### src/rtl/argmax_classifier.sv
// Sequential argmax over the final dense layer's activations: captures the vector on start,
// scans one class per cycle and reports winning class, its score and the margin to the runner-up.
module argmax_classifier #(
  parameter int          CLASS_NB  = 10,
  parameter int          WIDTH_IN  = 32,
  parameter int          INDEX_W   = 4,
  parameter int unsigned MARGIN_TH = 0
) (
  input  logic                         clk,
  input  logic                         reset,
  input  logic                         argmax_go,
  input  logic [WIDTH_IN*CLASS_NB-1:0] argmax_in,
  output logic [INDEX_W-1:0]           class_out,
  output logic [WIDTH_IN-1:0]          max_out,
  output logic [WIDTH_IN:0]            margin_out,
  output logic                         low_conf,
  output logic                         argmax_done
);

  typedef enum logic [1:0] {S_IDLE, S_SCAN, S_OUTPUT, S_DONE} state_t;

  localparam logic [WIDTH_IN:0]   TH      = (WIDTH_IN+1)'(MARGIN_TH);
  localparam logic [INDEX_W-1:0]  LAST    = INDEX_W'(CLASS_NB-1);
  localparam logic [WIDTH_IN-1:0] MOST_NEG = {1'b1, {(WIDTH_IN-1){1'b0}}};

  state_t state_q, state_d;

  logic [CLASS_NB-1:0][WIDTH_IN-1:0] buf_q, buf_d;
  logic signed [WIDTH_IN-1:0]        best_q, best_d, second_q, second_d, x;
  logic [INDEX_W-1:0]                idx_q, idx_d, cnt_q, cnt_d;
  logic [WIDTH_IN:0]                 diff;

  logic [INDEX_W-1:0]  class_q, class_d;
  logic [WIDTH_IN-1:0] max_q, max_d;
  logic [WIDTH_IN:0]   margin_q, margin_d;
  logic                lowc_q, lowc_d, done_q, done_d;

  logic load, scan_en, commit, release_done;

  // State register
  always_ff @(posedge clk) begin
    if (reset) state_q <= S_IDLE;
    else       state_q <= state_d;
  end

  // Next-state logic
  always_comb begin
    state_d = state_q;
    case (state_q)
      S_IDLE:   if (argmax_go) state_d = S_SCAN;
      S_SCAN:   if (cnt_q == LAST) state_d = S_OUTPUT;
      S_OUTPUT: state_d = S_DONE;
      S_DONE:   if (!argmax_go) state_d = S_IDLE;
      default:  state_d = S_IDLE;
    endcase
  end

  // FSM output decode (datapath strobes)
  always_comb begin
    load         = (state_q == S_IDLE) && argmax_go;
    scan_en      = (state_q == S_SCAN);
    commit       = (state_q == S_OUTPUT);
    release_done = (state_q == S_DONE) && !argmax_go;
  end

  // best >= second always holds, so the sign-extended difference is never negative
  assign diff = {best_q[WIDTH_IN-1], best_q} - {second_q[WIDTH_IN-1], second_q};
  assign x    = $signed(buf_q[cnt_q]);

  always_comb begin
    buf_d    = buf_q;
    best_d   = best_q;
    second_d = second_q;
    idx_d    = idx_q;
    cnt_d    = cnt_q;
    class_d  = class_q;
    max_d    = max_q;
    margin_d = margin_q;
    lowc_d   = lowc_q;
    done_d   = done_q;
    if (load) begin
      buf_d    = argmax_in;
      best_d   = $signed(argmax_in[WIDTH_IN-1:0]);
      second_d = $signed(MOST_NEG);
      idx_d    = '0;
      cnt_d    = INDEX_W'(1);
    end
    if (scan_en) begin
      // Strict compare: a tie with best leaves the lower index but pulls second up to best
      if (x > best_q) begin
        second_d = best_q;
        best_d   = x;
        idx_d    = cnt_q;
      end else if (x > second_q) begin
        second_d = x;
      end
      cnt_d = cnt_q + INDEX_W'(1);
    end
    if (commit) begin
      class_d  = idx_q;
      max_d    = best_q;
      margin_d = diff;
      lowc_d   = (diff <= TH);
      done_d   = 1'b1;
    end
    if (release_done) done_d = 1'b0;
  end

  always_ff @(posedge clk) begin
    if (reset) begin
      buf_q    <= '0;
      best_q   <= '0;
      second_q <= '0;
      idx_q    <= '0;
      cnt_q    <= '0;
      class_q  <= '0;
      max_q    <= '0;
      margin_q <= '0;
      lowc_q   <= 1'b0;
      done_q   <= 1'b0;
    end else begin
      buf_q    <= buf_d;
      best_q   <= best_d;
      second_q <= second_d;
      idx_q    <= idx_d;
      cnt_q    <= cnt_d;
      class_q  <= class_d;
      max_q    <= max_d;
      margin_q <= margin_d;
      lowc_q   <= lowc_d;
      done_q   <= done_d;
    end
  end

  assign class_out   = class_q;
  assign max_out     = max_q;
  assign margin_out  = margin_q;
  assign low_conf    = lowc_q;
  assign argmax_done = done_q;

endmodule

### config.mk
export PLATFORM = sky130hd
export DESIGN_NAME = argmax_classifier
export DESIGN_NICKNAME = d
export VERILOG_FILES = /design/src/rtl/argmax_classifier.sv
export SDC_FILE = /design/constraint.sdc
export NUM_CORES = 1
export LEC_CHECK = 0
export ABC_AREA = 1
export ABC_CLOCK_PERIOD_IN_PS = 5250
export BUFFER_PORTS_ARGS = -buffer_cell sky130_fd_sc_hd__buf_2
export CORE_MARGIN = 3
export CORE_UTILIZATION = 26
export CTS_CLUSTER_DIAMETER = 50
export CTS_CLUSTER_SIZE = 16
export DETAILED_ROUTE_END_ITERATION = 10
export PLACE_DENSITY = 0.47
export SETUP_SLACK_MARGIN = 0.5
export SLEW_MARGIN = 20
export SYNTH_ARGS = -nofsm -noshare
export SYNTH_HDL_FRONTEND = slang
export SYNTH_SLANG_ARGS = --single-unit
### constraint.sdc
create_clock -name clk -period 5.25 [get_ports clk]
set_input_delay 1.05 -clock clk [delete_from_list [all_inputs] [get_ports clk]]
set_output_delay 1.05 -clock clk [all_outputs]
set_load 0.02 [all_outputs]
==> flow_metrics.tcl, run 1 <==
set metrics [dict create \
    dieHeight_um 312.8 \
    crit_arrival_ns 4.93 \
    layout.nets 4489 \
    crit_type "reg2reg" \
    p_leak_nw 14.10 \
    syn_inst 3783 \
    synth_top_area_frac 0.3804 \
    ios 394 \
    tightest_slew_ns 0.9831 \
    syn_to_final_growth_pct 22.87 \
    yosys.cell_count.top_type "nor2_1" \
    async_flop_share 0 \
    hp-class "reg2reg" \
    synth_warnings 0 \
    gr-usage-met3 0.03623 \
    use_met2 0.3221 \
    grt_pass1_wl_um 157100 \
    route.detailed.drc 0 \
    drive_above_1_share 0.1430 \
    port_buffers 393 \
    hpwl_um 81000 \
    cts_hold_buf 0 \
    vias 25720 \
    die_x_um 312.8 \
    slew_viol_final 0 \
    met1_usage 0.3032 \
    crit_path_end_kind "flop" \
    drtIter0Drc 2211 \
    post_drt_via_cell_ratio 4.793 \
    critPathLaunchType "flop" \
    initial_utilization 0.2646 \
    synth_cell_types 34 \
    core_area_mm2 0.09250 \
    rsz0062_at_grt "no" \
    fin_tns_setup_ns 0 \
    cts_resized 0 \
    firstDrtPassIters 6 \
    cp_max_fo 32 \
    fmax_mhz 227.3 \
    cts_max_path_buffers 3 \
    yosys-top-cells-count "nor2_1 (839), nand2_1 (766), o21ai_0 (495)" \
    path_clk_slew_ns 0.06 \
    dieArea_mm2 0.09785 \
    avgSynthCellArea_um2 6.469 \
    clock-sinks 465 \
    synth_ff_type "dfxtp_1" \
    synth_area_mm2 0.02447 \
    wl_um 106900 \
    finalHoldViolations 0 \
    post-cts-setup-buffers 0 \
    synth.area.top_cells "dfxtp_1 (38%), nor2_1 (13%), nand2_1 (12%), o21ai_0 (10%), ha_1 (5.3%)" \
    setup_viol 0 \
    post_dp_cell_area_mm2 0.02751 \
    overflow 0 \
    crit_required_ns 5.78 \
    synth-seq-area-share 0.3804 \
    top_usage_layer "met2" \
    p_per_area_mw_per_mm2 804.3 \
    cts-buffers-inserted 72 \
    ys_seq_elements 465 \
    cts_tree "built" \
    finalCriticalPeriod_ns 4.400 \
    track_usage 0.2112 \
    fin_area_mm2 0.03007 \
    slew_headroom 0.3431 \
    clk_latency_ns 0.63 \
    max-vdd-ir-drop_uv 321.0 \
    synth_edf_count 0 \
    num_rows 111 \
    cts-root-buf "clkbuf_16" \
    synth_largest_area_cell "dfxtp_1" \
    antenna_left 0 \
    finish.utilization 0.3251 \
    outcome "completed" \
    gp_congestion 0.8804 \
    finClkSkew_ns 0.03741 \
    antenna_found_initial 5 \
    syn_nets 4210 \
    htree_levels 3 \
    grt_max_degree 204 \
    maxCapViolCount 0 \
    wl_per_cell_um 19.92 \
    period_share 0.8382 \
    first_global_vias 24180 \
]
metal layers:
metal	vias up	wire, µm	share of wire
met2	870	46370	0.43
met1	11940	50480	0.47
met4	2	3082	0.029
met3	123	6928	0.065
li1	12780	-	-
met5	-	9	0.000084
cell families (layout without fill, tap and decap cells):
logic type	count (synthesis)	count (layout)	synth area share
and+or+nand+nor	1846	1846	0.2993
other	0	3	0
AOI/OAI and AO/OA	774	774	0.1695
buffers and inverters	583	920	0.09330
xor gates and xnor gates	10	10	0.003579
DFF	465	465	0.3804
adders and majority gates	104	104	0.05348
muxes	1	1	0.0004090
worst max-delay path, cell delays in order, from the launching register on:
cell      delay (ns)
dfxtp_2         0.50
inv_2           0.51
o21ai_0         0.20
o221ai_1        0.55
o211ai_1        0.26
nand2_1         0.28
ha_1            0.28
nand2_1         0.10
o21ai_0         0.12
nand2_1         0.11
nand2_1         0.06
nor2_1          0.15
nand3_1         0.11
nand2_2         0.14
nand3_4         0.10
inv_2           0.55
nand2_1         0.11
a21oi_1         0.16
state kept, by name (all words and copies together) (netlist names):
register and count:
buf_q 320, margin_out 33, best_q 32, max_out 32
second_q 32, class_out 4, cnt_q 4, idx_q 4
state_q 2, argmax_done 1, low_conf 1
final cells by class:
cell class | count | area [µm²]
Timing Repair Buffer | 443 | 2420
Tap cell | 1243 | 1555
Clock inverter | 44 | 608.1
Multi-Input combinational cell | 2735 | 12910
Inverter | 345 | 1313
Antenna cell | 3 | 7.507
Fill cell | 10360 | 62420
Clock buffer | 88 | 1943
Sequential cell | 465 | 9314
cells in the final DEF, fill, tap and decap left out, types with 73 or more instances in the layout:
cell,Yosys,routed
buf_2,19,392
nand2_1,766,765
clkbuf_16,0,73
a21oi_1,185,185
nor2_1,839,837
ha_1,103,102
inv_1,333,332
nand3_1,161,161
o21ai_0,495,495
dfxtp_1,465,463
power breakdown:
group | switching [W] | internal (W)
clock network | 0.00195 | 0.00310
registers | 0.000863 | 0.00459
logic | 0.00951 | 0.00417
worst paths after layout:
kind	start	end	slack, ns	cells after the start
max	cnt_q[1]	second_q[31]	0.85	17
max reg2reg	cnt_q[1]	second_q[31]	0.85	17
min	buf_q[18]	buf_q[18]	0.47	2
min reg2reg	buf_q[18]	buf_q[18]	0.47	2
stage by stage:
stage	hold WS (ns)	setup WS (ns)	instances	power, W
2_1_floorplan	0.4439	2.303	3783	0.01481
3_3_place_gp	0.4528	0.8837	5231	0.01905
3_5_place_dp	0.4562	0.9206	5231	0.01909
4_1_cts	0.4650	0.9034	5363	0.02423
5_1_grt	0.4806	0.5317	5364	0.02647
6_report	0.4658	0.8497	5366	0.02419
No activity file was read; power rests on OpenSTA's default activity.
==> run 2, diff against run 1 <==
--- a/config.mk
+++ b/config.mk
@@ -5,8 +5,8 @@
 export SDC_FILE = /design/constraint.sdc
 export NUM_CORES = 1
 export LEC_CHECK = 0
-export ABC_AREA = 1
-export ABC_CLOCK_PERIOD_IN_PS = 5250
+export ABC_AREA = 0
+export ABC_CLOCK_PERIOD_IN_PS = 4500
 export BUFFER_PORTS_ARGS = -buffer_cell sky130_fd_sc_hd__buf_2
 export CORE_MARGIN = 3
 export CORE_UTILIZATION = 26
==> constraint.sdc (replaced) <==
create_clock -name clk -period 4.5 [get_ports clk]
set_input_delay 0.9 -clock clk [delete_from_list [all_inputs] [get_ports clk]]
set_output_delay 0.9 -clock clk [all_outputs]
set_load 0.02 [all_outputs]
==> run 2 against run 1 <==
  * Wire length fell by 15%
  * Final area rose by 3.1%
  * Largest power group unchanged
  * Via count fell by 16%
  * Synthesized cell count fell by 27%
  * Utilization rose by 2.9 points
  * Largest cell class unchanged
  * Clock skew barely moved
  * Non-clock buffer count rose by 126
  * Critical endpoint is now idx_q[1]
  * Die area fell by 5.6%
  * Final cell count fell by 18%
  * Highest routed layer unchanged
  * Global-route usage fell by 2.4 points
==> flow_metrics.tcl, run 2 <==
set metrics [dict create \
    syn_nets 3189 \
    regMostFlops "buf_q" \
    cpMostUsedCell "buf_6" \
    yosys.cell_count.top_type "nand2_1" \
    top_usage_layer "met2" \
    max_stage_delay_ns 0.50 \
    hpwl_um 64020 \
    use_met2 0.2801 \
    finish.utilization 0.3545 \
    wl_per_cell_um 20.50 \
    antenna_found_initial 17 \
    layout.nets 3632 \
    largest_reg_flops 320 \
    cts-buffers-inserted 68 \
    synth-seq-area-share 0.4033 \
    path_clk_slew_ns 0.05 \
    cp_slowest_cell "mux4_2" \
    crit_type "reg2reg" \
    drtIter0Drc 1485 \
    vias 21560 \
    cp.depth 19 \
    async_flop_share 0 \
    p_comb_frac 0.552 \
    final_cell_mix "nand2_1 (750), dfxtp_1 (461), buf_2 (392), a21oi_1 (371), mux2i_1 (137)" \
    p_seq_frac 0.225 \
    track_usage 0.1868 \
    period_share 0.9395 \
    synth_largest_area_cell "dfxtp_1" \
    p_leak_nw 12.59 \
    synth_edf_count 0 \
    overflow 0 \
    cp_max_fo 5 \
    synth_cell_types 78 \
    crit_path_end_kind "flop" \
    cts_hold_buf 0 \
    tightest_slew_ns 1.144 \
    clk_latency_ns 0.63 \
    htree_levels 3 \
    initial_utilization 0.2640 \
    synth_ff_type "dfxtp_1" \
    crit_required_ns 5.03 \
    cts_max_path_buffers 3 \
    firstDrtPassIters 5 \
    die_x_um 304.0 \
    cts_tree "built" \
    maxCapViolCount 0 \
    rsz0062_at_grt "yes" \
    crit_arrival_ns 4.76 \
    setup_viol 0 \
    gp_congestion 0.8269 \
    first_global_vias 21150 \
    synth_warnings 0 \
    outcome "completed" \
    syn_inst 2762 \
    synth_area_mm2 0.02308 \
    path_buf_inv 8 \
    finalHoldViolations 0 \
    antenna_left 0 \
    gr-usage-met3 0.03626 \
    clock-sinks 465 \
    slew_headroom 0.2372 \
    post_drt_via_cell_ratio 4.873 \
    hp-class "reg2reg" \
    fmax_mhz 236.5 \
    cts-root-buf "clkbuf_16" \
    p_per_area_mw_per_mm2 814.8 \
    finalCriticalPeriod_ns 4.228 \
    avgSynthCellArea_um2 8.357 \
    wl_um 90720 \
    p_clk_frac 0.223 \
    hold_depth 2 \
    reg2reg_depth 19 \
    critPathTopFamily "multiplexers" \
    syn_to_final_growth_pct 34.29 \
    switching_share 0.4340 \
    grt_pass1_wl_um 133600 \
    ios 394 \
    r2r_setup_slack_ns 0.27 \
    slew_viol_final 0 \
    dieArea_mm2 0.09239 \
    drive_above_1_share 0.2780 \
    power_switching_w 0.01096 \
    worstPathCellList "buf_6, buf_12, buf_8, buf_4, mux4_2, mux2i_1, o22a_1, inv_1, ha_1, o21a_1, o21ai_1, o211ai_1, a221o_1, buf_6, nand3_4, buf_12, buf_6, mux2_4, nor2_1" \
    grt_max_degree 216 \
    port_buffers 393 \
    fin_tns_setup_ns 0 \
    critPathLaunchType "flop" \
    final_common_cell "nand2_1" \
    p_int_w 0.01430 \
    route.detailed.drc 0 \
    ys_seq_elements 465 \
    core_area_mm2 0.08743 \
    max-vdd-ir-drop_uv 388.9 \
    finClkSkew_ns 0.03704 \
    synth.area.top_cells "dfxtp_1 (40%), nand2_1 (12%), a21oi_1 (8.3%), mux2i_1 (6.8%), mux4_2 (6.2%)" \
    synth_top_area_frac 0.4033 \
    yosys-top-cells-count "nand2_1 (751), dfxtp_1 (465), a21oi_1 (381)" \
    dieHeight_um 304.0 \
    met1_usage 0.2757 \
    num_rows 108 \
]
## run 2: cell types whose count changed in the layout (fill, tap and decap cells not counted), moves of 64 or more
cell / delta
nor2_1: -712
o21ai_0: -473
inv_1: -239
a21oi_1: +186
buf_4: +64
mux4_2: +64
mux2i_1: +136
nand3_1: -144
## run 2: cell type report
type	count	area [µm²]
inverter	108	405.4
fill	9170	56430
clock buffer	81	1843
sequential	465	9319
antenna	11	27.53
tap	1155	1445
multi-input combinational	1993	13360
clock inverter	43	573.1
timing repair buffer	569	4028
## run 2: worst paths after layout
path                end        from
min          buf_q[109]  buf_q[109]
max reg2reg    idx_q[1]    cnt_q[1]
max            idx_q[1]    cnt_q[1]
min reg2reg  buf_q[109]  buf_q[109]
## run 2: kinds of logic after synthesis
family,synth area share
and+or+nand+nor,0.1765
AOI/OAI and AO/OA,0.1753
DFF,0.4033
buffers and inverters,0.05182
muxes,0.1311
adders and majority gates,0.05670
xor gates and xnor gates,0.005312
## run 2: per-layer routing
metal  vias to the layer above  wire length (µm)
li1                      10500                 -
met2                       616             39080
met4                         8              1922
met5                         -                42
met1                     10320             44110
met3                       122              5564
## run 2: worst reg2reg max path: stages, from the launching register on
cell and delay (ns):
dfxtp_4 0.39, buf_6 0.11, buf_12 0.10, buf_8 0.11
buf_4 0.11, mux4_2 0.50, mux2i_1 0.34, o22a_1 0.28
inv_1 0.10, ha_1 0.30, o21a_1 0.12, o21ai_1 0.14
o211ai_1 0.18, a221o_1 0.41, buf_6 0.14, nand3_4 0.16
buf_12 0.17, buf_6 0.12, mux2_4 0.29, nor2_1 0.08
## run 2: power groups by stage
stage	clock, W	combinational (W)	sequential [W]
2_1_floorplan	0	0.00796	0.00562
3_3_place_gp	0	0.0115	0.00579
3_5_place_dp	0	0.0115	0.00579
4_1_cts	0.00576	0.0131	0.00569
5_1_grt	0.00593	0.0151	0.00580
6_report	0.00562	0.0139	0.00569
## run 2: metrics by stage
stage	cells	area [µm²]	hold WS [ns]	worst slack [ns]	power, W
floorplan	2762	23140	0.4331	0.5005	0.01358
global placement	4181	26480	0.4409	0.1554	0.01733
detailed placement	4181	26480	0.4447	0.05973	0.01734
CTS	4390	30320	0.4534	0.3894	0.02459
global route	4416	30970	0.4675	0.1601	0.02686
finish	4425	31000	0.4507	0.2721	0.02526
## run 2: what timing repair did
item | in CTS | in global routing
endpoints found under the setup margin | 69 | 69
gates resized for setup | 119 | 78
pin swaps | 22 | 41
buffers inserted | 75 | 19
gates cloned | 10 | 5
endpoints found under the hold margin | 0 | 0
